`src/rtl/ising_run_ctrl.sv`:
```
// Run sequencer for the coupled-counter Ising array: oscillator reset window,
// timed free-run, spin capture and weight-write gating.
module ising_run_ctrl #(
    parameter int N_SPINS    = 8,
    parameter int RST_CYCLES = 4,
    parameter int LEN_W      = 24
) (
    input  logic               clk,
    input  logic               axi_rstn,
    input  logic               wready,
    input  logic [1:0]         ctrl_sel,
    input  logic               ctrl_hit,
    input  logic [31:0]        wdata,
    input  logic [1:0]         rd_sel,
    output logic [31:0]        rdata,
    input  logic               weight_hit,
    output logic               weight_wr_en,
    output logic               ising_rstn_o,
    input  logic [N_SPINS-1:0] spin_in,
    output logic               busy,
    output logic               done_irq
);

    localparam int RW = (RST_CYCLES > 1) ? $clog2(RST_CYCLES) : 1;

    typedef enum logic [1:0] {
        S_IDLE   = 2'd0,
        S_ARST   = 2'd1,
        S_RUN    = 2'd2,
        S_SAMPLE = 2'd3
    } state_e;

    state_e             state_q, state_d;
    logic [RW-1:0]      rst_cnt_q, rst_cnt_d;
    logic [LEN_W-1:0]   run_cnt_q, run_cnt_d;
    logic [LEN_W-1:0]   run_len_q, run_len_d;
    logic [31:0]        result_q, result_d;
    logic               done_q, done_d;
    logic               aborted_q, aborted_d;
    logic               werr_q, werr_d;
    logic               busy_q, busy_d;
    logic               irq_q, irq_d;
    logic               arst_q, arst_d;

    logic ctrl_wr, len_wr, start, abort, clr, idle;

    assign ctrl_wr = wready & ctrl_hit & (ctrl_sel == 2'd0);
    assign len_wr  = wready & ctrl_hit & (ctrl_sel == 2'd1);
    assign start   = ctrl_wr & wdata[0];
    assign abort   = ctrl_wr & wdata[1];
    assign clr     = ctrl_wr & wdata[2];
    assign idle    = (state_q == S_IDLE);

    assign weight_wr_en = wready & weight_hit & idle;

    always_comb begin
        state_d   = state_q;
        rst_cnt_d = rst_cnt_q;
        run_cnt_d = run_cnt_q;
        run_len_d = run_len_q;
        result_d  = result_q;
        done_d    = done_q;
        aborted_d = aborted_q;
        werr_d    = werr_q;
        irq_d     = 1'b0;

        if (clr) begin
            done_d    = 1'b0;
            aborted_d = 1'b0;
            werr_d    = 1'b0;
        end

        // ABORT overrides every state action, including a SAMPLE capture
        if (abort && !idle) begin
            state_d   = S_IDLE;
            aborted_d = 1'b1;
        end else begin
            unique case (state_q)
                S_IDLE: begin
                    if (start && !abort) begin
                        state_d   = S_ARST;
                        rst_cnt_d = RW'(RST_CYCLES - 1);
                        done_d    = 1'b0;
                    end
                end
                S_ARST: begin
                    if (rst_cnt_q == '0) begin
                        state_d   = S_RUN;
                        run_cnt_d = run_len_q;
                    end else begin
                        rst_cnt_d = rst_cnt_q - 1'b1;
                    end
                end
                S_RUN: begin
                    if (run_cnt_q == '0) begin
                        state_d = S_SAMPLE;
                    end else begin
                        run_cnt_d = run_cnt_q - 1'b1;
                    end
                end
                S_SAMPLE: begin
                    result_d = 32'(spin_in);
                    done_d   = 1'b1;
                    irq_d    = 1'b1;
                    state_d  = S_IDLE;
                end
                default: state_d = S_IDLE;
            endcase
        end

        if (len_wr) begin
            if (idle) begin
                run_len_d = wdata[LEN_W-1:0];
            end else begin
                werr_d = 1'b1;
            end
        end

        if (wready && weight_hit && !idle) begin
            werr_d = 1'b1;
        end

        busy_d = (state_d != S_IDLE);
        arst_d = (state_d == S_RUN) || (state_d == S_SAMPLE);
    end

    always_ff @(posedge clk or negedge axi_rstn) begin
        if (!axi_rstn) begin
            state_q   <= S_IDLE;
            rst_cnt_q <= '0;
            run_cnt_q <= '0;
            run_len_q <= '0;
            result_q  <= '0;
            done_q    <= 1'b0;
            aborted_q <= 1'b0;
            werr_q    <= 1'b0;
            busy_q    <= 1'b0;
            irq_q     <= 1'b0;
            arst_q    <= 1'b0;
        end else begin
            state_q   <= state_d;
            rst_cnt_q <= rst_cnt_d;
            run_cnt_q <= run_cnt_d;
            run_len_q <= run_len_d;
            result_q  <= result_d;
            done_q    <= done_d;
            aborted_q <= aborted_d;
            werr_q    <= werr_d;
            busy_q    <= busy_d;
            irq_q     <= irq_d;
            arst_q    <= arst_d;
        end
    end

    assign busy         = busy_q;
    assign done_irq     = irq_q;
    assign ising_rstn_o = arst_q;

    always_comb begin
        rdata = 32'd0;
        unique case (rd_sel)
            2'd0: rdata = {26'd0, state_q, werr_q, aborted_q, done_q, busy_q};
            2'd1: rdata = 32'(run_len_q);
            2'd2: rdata = result_q;
            default: rdata = 32'd0;
        endcase
    end

endmodule

```
`config.mk`:
```
export PLATFORM = sky130hd
export DESIGN_NAME = ising_run_ctrl
export DESIGN_NICKNAME = d
export VERILOG_FILES = /design/src/rtl/ising_run_ctrl.sv
export SDC_FILE = /design/constraint.sdc
export NUM_CORES = 1
export LEC_CHECK = 0
export CAP_MARGIN = 30
export CORE_MARGIN = 4
export CORE_UTILIZATION = 35
export DETAILED_ROUTE_END_ITERATION = 8
export SLEW_MARGIN = 25
export SYNTH_ARGS = -nofsm -noshare
export SYNTH_HDL_FRONTEND = slang
export SYNTH_SLANG_ARGS = --single-unit
```
`constraint.sdc`:
```
create_clock -name clk -period 5 [get_ports clk]
set_input_delay 0.5 -clock clk [delete_from_list [all_inputs] [get_ports clk]]
set_output_delay 0.5 -clock clk [all_outputs]
set_load 0.01 [all_outputs]
```
==> reports/metrics.csv <==
metric,value,unit
status,"finished, final reports clean",
grt_pass1_wl,15600,um
synthArstFlopShare,100,%
postRouteAntennaNets,0,
met2_usage,23.6,%
yosys_warnings,0,
gp_congestion,0.793,
dieArea,12400,um2
dr.pass1.iters,4,
post-dp-hpwl,6780,um
pwr-share-clk,15.8,%
max_clock_freq,0.322,GHz
cp_common_cell,clkdlybuf4s50_1,
cts_resized,0,
io_buffers,68,
area_growth,25.4,%
total_power,0.00271,W
crit_chain,clkdlybuf4s50_1 -> nor2b_2 -> a22o_1 -> clkdlybuf4s50_1,
synth_seq_cells,66,
cts_tree,done,
die_y,111,um
holdBufCountCts,0,
drtIter0Drc,162,
postSynthAreaPerCell,10.1,um2
crit_family,buffers and inverters,
rr_worst_depth,6,
worst_path_largest_cell_delay,0.72,ns
r2r_end,run_cnt_q[8]$_DFFE_PN0P_,
hp-class,in -> async,
num-nets-final,491,
drcViolationCount,0,
synthFlopType,dfrtp_1,
fillers,991,
met3_usage,3.06,%
cts_sinks,66,
post-cts-setup-buffers,0,
crit_type,in -> out,
grt.overflow.total,0,
yosysMostFrequentCell,dfrtp_1,
drv_slew,0,
wirelength,9550,um
fin_tns_setup,0,ns
clock-root-buffer,clkbuf_8,
hold_violations,0,
vias,3074,
seqPwrFrac,39.7,%
end_kind,output port,
setup_viol,0,
grt_pass1_vias,3068,
finClkSkew,0.0155,ns
r2r_start,state_q[0]$_DFF_PN0_,
grt_usage,15.5,%
p_sw,0.00110,W
clockBufferDepth,2,
maxCapViolCount,0,
drive_above_1_share,15.7,%
multiInputGateArea,1950,um2
worst-path-max-fanout,18,
synth_edf_count,0,
ys_seq_area_share,44.2,%
cts_inserted_buffers,9,
synth.top_cell.area_share,44.2,%
netSwitchingFraction,40.6,%
cp.arrival,2.61,ns
yosysUniqueCellTypes,66,
slowest_stage,clkdlybuf4s50_1,
required,4.50,ns
internal_power,0.00161,W
rsz0062_at_grt,false,
crit_start,rd_sel[0],
cellPowerDensity,578,nW/um2
n_antenna_cell,0,
r2r_slack,2.11,ns
syn-instance-count,370,
io_pins,85,
clk_pin_slew,0.07,ns
fin_crit_sh,62.2,%
peakVddDrop,239,uV
syn_area,3740,um2
wl_per_cell,16.6,um
path_buf_inv,2,
ys_top_cells_by_area,"dfrtp_1 (44%), mux2_2 (9.3%), and2_1 (3.0%), nand2_1 (3.0%), o21ai_0 (2.9%)",
start_util,36.0,%
slew_headroom,42.8,%
regArea,1650,um2
synth_area_leader_cell,dfrtp_1,
cts_max_level,3,
leakagePower,1.91,nW
vias_per_cell,5.34,
grt_max_degree,67,
antenna_found_initial,0,
combPwrFrac,44.4,%
tightestPinTransition,0.858,ns
worstSetupStartpointType,input pin,
coreArea,10400,um2
insertion_delay,0.35,ns
top_usage_layer,met2,
row_count,37,
use_met1,21.6,%
synth.top_cells.by_count,"dfrtp_1 (66), mux2_2 (31), nand2_1 (30), nor2_1 (22), o21ai_0 (22)",
fp.dieW,111,um
min_period,3.11,ns
==> layer usage <==
layer / routed length [um] / vias up / share of wire [%]
li1: - / 1476 / -
met1: 4610 / 1510 / 48
met2: 4350 / 72 / 46
met3: 397 / 16 / 4.2
met4: 191 / 0 / 2.0
met5: 0 / - / 0
==> worst max path at each step <==
stage | end | depth (start not counted)
2_1_floorplan | rdata[11] | 4
3_3_place_gp | rdata[6] | 4
3_5_place_dp | rdata[6] | 4
4_1_cts | rdata[6] | 4
5_1_grt | rdata[6] | 4
6_report | rdata[6] | 4
==> layout make-up <==
cell class / instances / share of cell area (%)
Inverter: 10 / 0.801
Multi-Input combinational cell: 277 / 41.6
Clock inverter: 3 / 0.854
Sequential cell: 66 / 35.2
Clock buffer: 13 / 2.96
Tap cell: 136 / 3.63
Timing Repair Buffer: 71 / 14.9
==> through the flow <==
stage	utilization [%]	cells	hold WS (ns)	cell area (um2)	setup slack [ns]
after global placement	43.4	560	0.479	4500	1.61
after detailed placement	43.4	560	0.476	4500	1.56
after floorplan	-	377	0.204	3760	2.91
final	45.2	576	0.348	4690	1.89
after CTS	45.2	576	0.366	4680	1.54
after global routing	45.2	576	0.427	4690	1.74
==> registers in the layout, indices dropped and copies added, names as in the netlist <==
name / flops
rst_cnt_q: 2
aborted_q: 1
state_q: 2
werr_q: 1
result_q: 8
run_cnt_q: 24
done_q: 1
busy: 1
done_irq: 1
ising_rstn_o: 1
run_len_q: 24
==> placed cells by master (no fill, tap or decap), types with 3 or more instances in the layout <==
| master | netlist | layout |
|---|---|---|
| clkbuf_1 | 7 | 4 |
| a31oi_1 | 3 | 3 |
| nor2b_1 | 4 | 3 |
| inv_1 | 10 | 10 |
| o211ai_1 | 3 | 3 |
| a22o_1 | 3 | 3 |
| buf_4 | 8 | 3 |
| conb_1 | 1 | 8 |
| ha_1 | 7 | 7 |
| clkbuf_8 | 0 | 9 |
| clkdlybuf4s50_1 | 0 | 67 |
| nand3_1 | 10 | 10 |
| dfrtp_1 | 66 | 66 |
| mux2_2 | 31 | 31 |
| nand2b_1 | 4 | 4 |
| nor4_1 | 4 | 4 |
| a21boi_0 | 3 | 3 |
| a221o_1 | 3 | 3 |
| nor3_1 | 12 | 12 |
| o32ai_1 | 4 | 4 |
| o21a_1 | 4 | 4 |
| o31ai_1 | 4 | 4 |
| o22ai_1 | 9 | 9 |
| nand2_1 | 30 | 30 |
| o21ai_0 | 22 | 22 |
| nor2_1 | 22 | 22 |
| a21oi_1 | 15 | 15 |
| mux2i_1 | 8 | 8 |
| and2_1 | 18 | 18 |
==> worst reg2reg max path, cell delays in order, from the launching register on <==
cell and delay [ns]:
dfrtp_1 0.45, inv_1 0.15, ha_1 0.38, nand2b_1 0.26, o211a_1 0.61, nand2_1 0.52, o221a_2 0.39
==> power groups by stage <==
stage                     combinational (W)  sequential, W  clock, W
final                               0.00120        0.00108  0.000429
after global routing                0.00135        0.00111  0.000466
after CTS                           0.00121        0.00107  0.000446
after detailed placement            0.00120        0.00108         0
after global placement              0.00118        0.00107         0
after floorplan                    0.000912       0.000983         0
==> logic make-up (layout without fill, tap and decap cells) <==
kind of cell	after synthesis	in the layout	synth area share, %
AND/OR/NAND/NOR	134	134	20.6
AO/OA/AOI/OAI	89	89	16.4
flip-flops	66	66	44.2
multiplexers	39	39	11.5
buffers and inverters	34	97	4.79
adder cells (fa/ha/maj)	7	7	2.34
other	1	8	0.100
No activity file was read; power rests on OpenSTA's default activity.
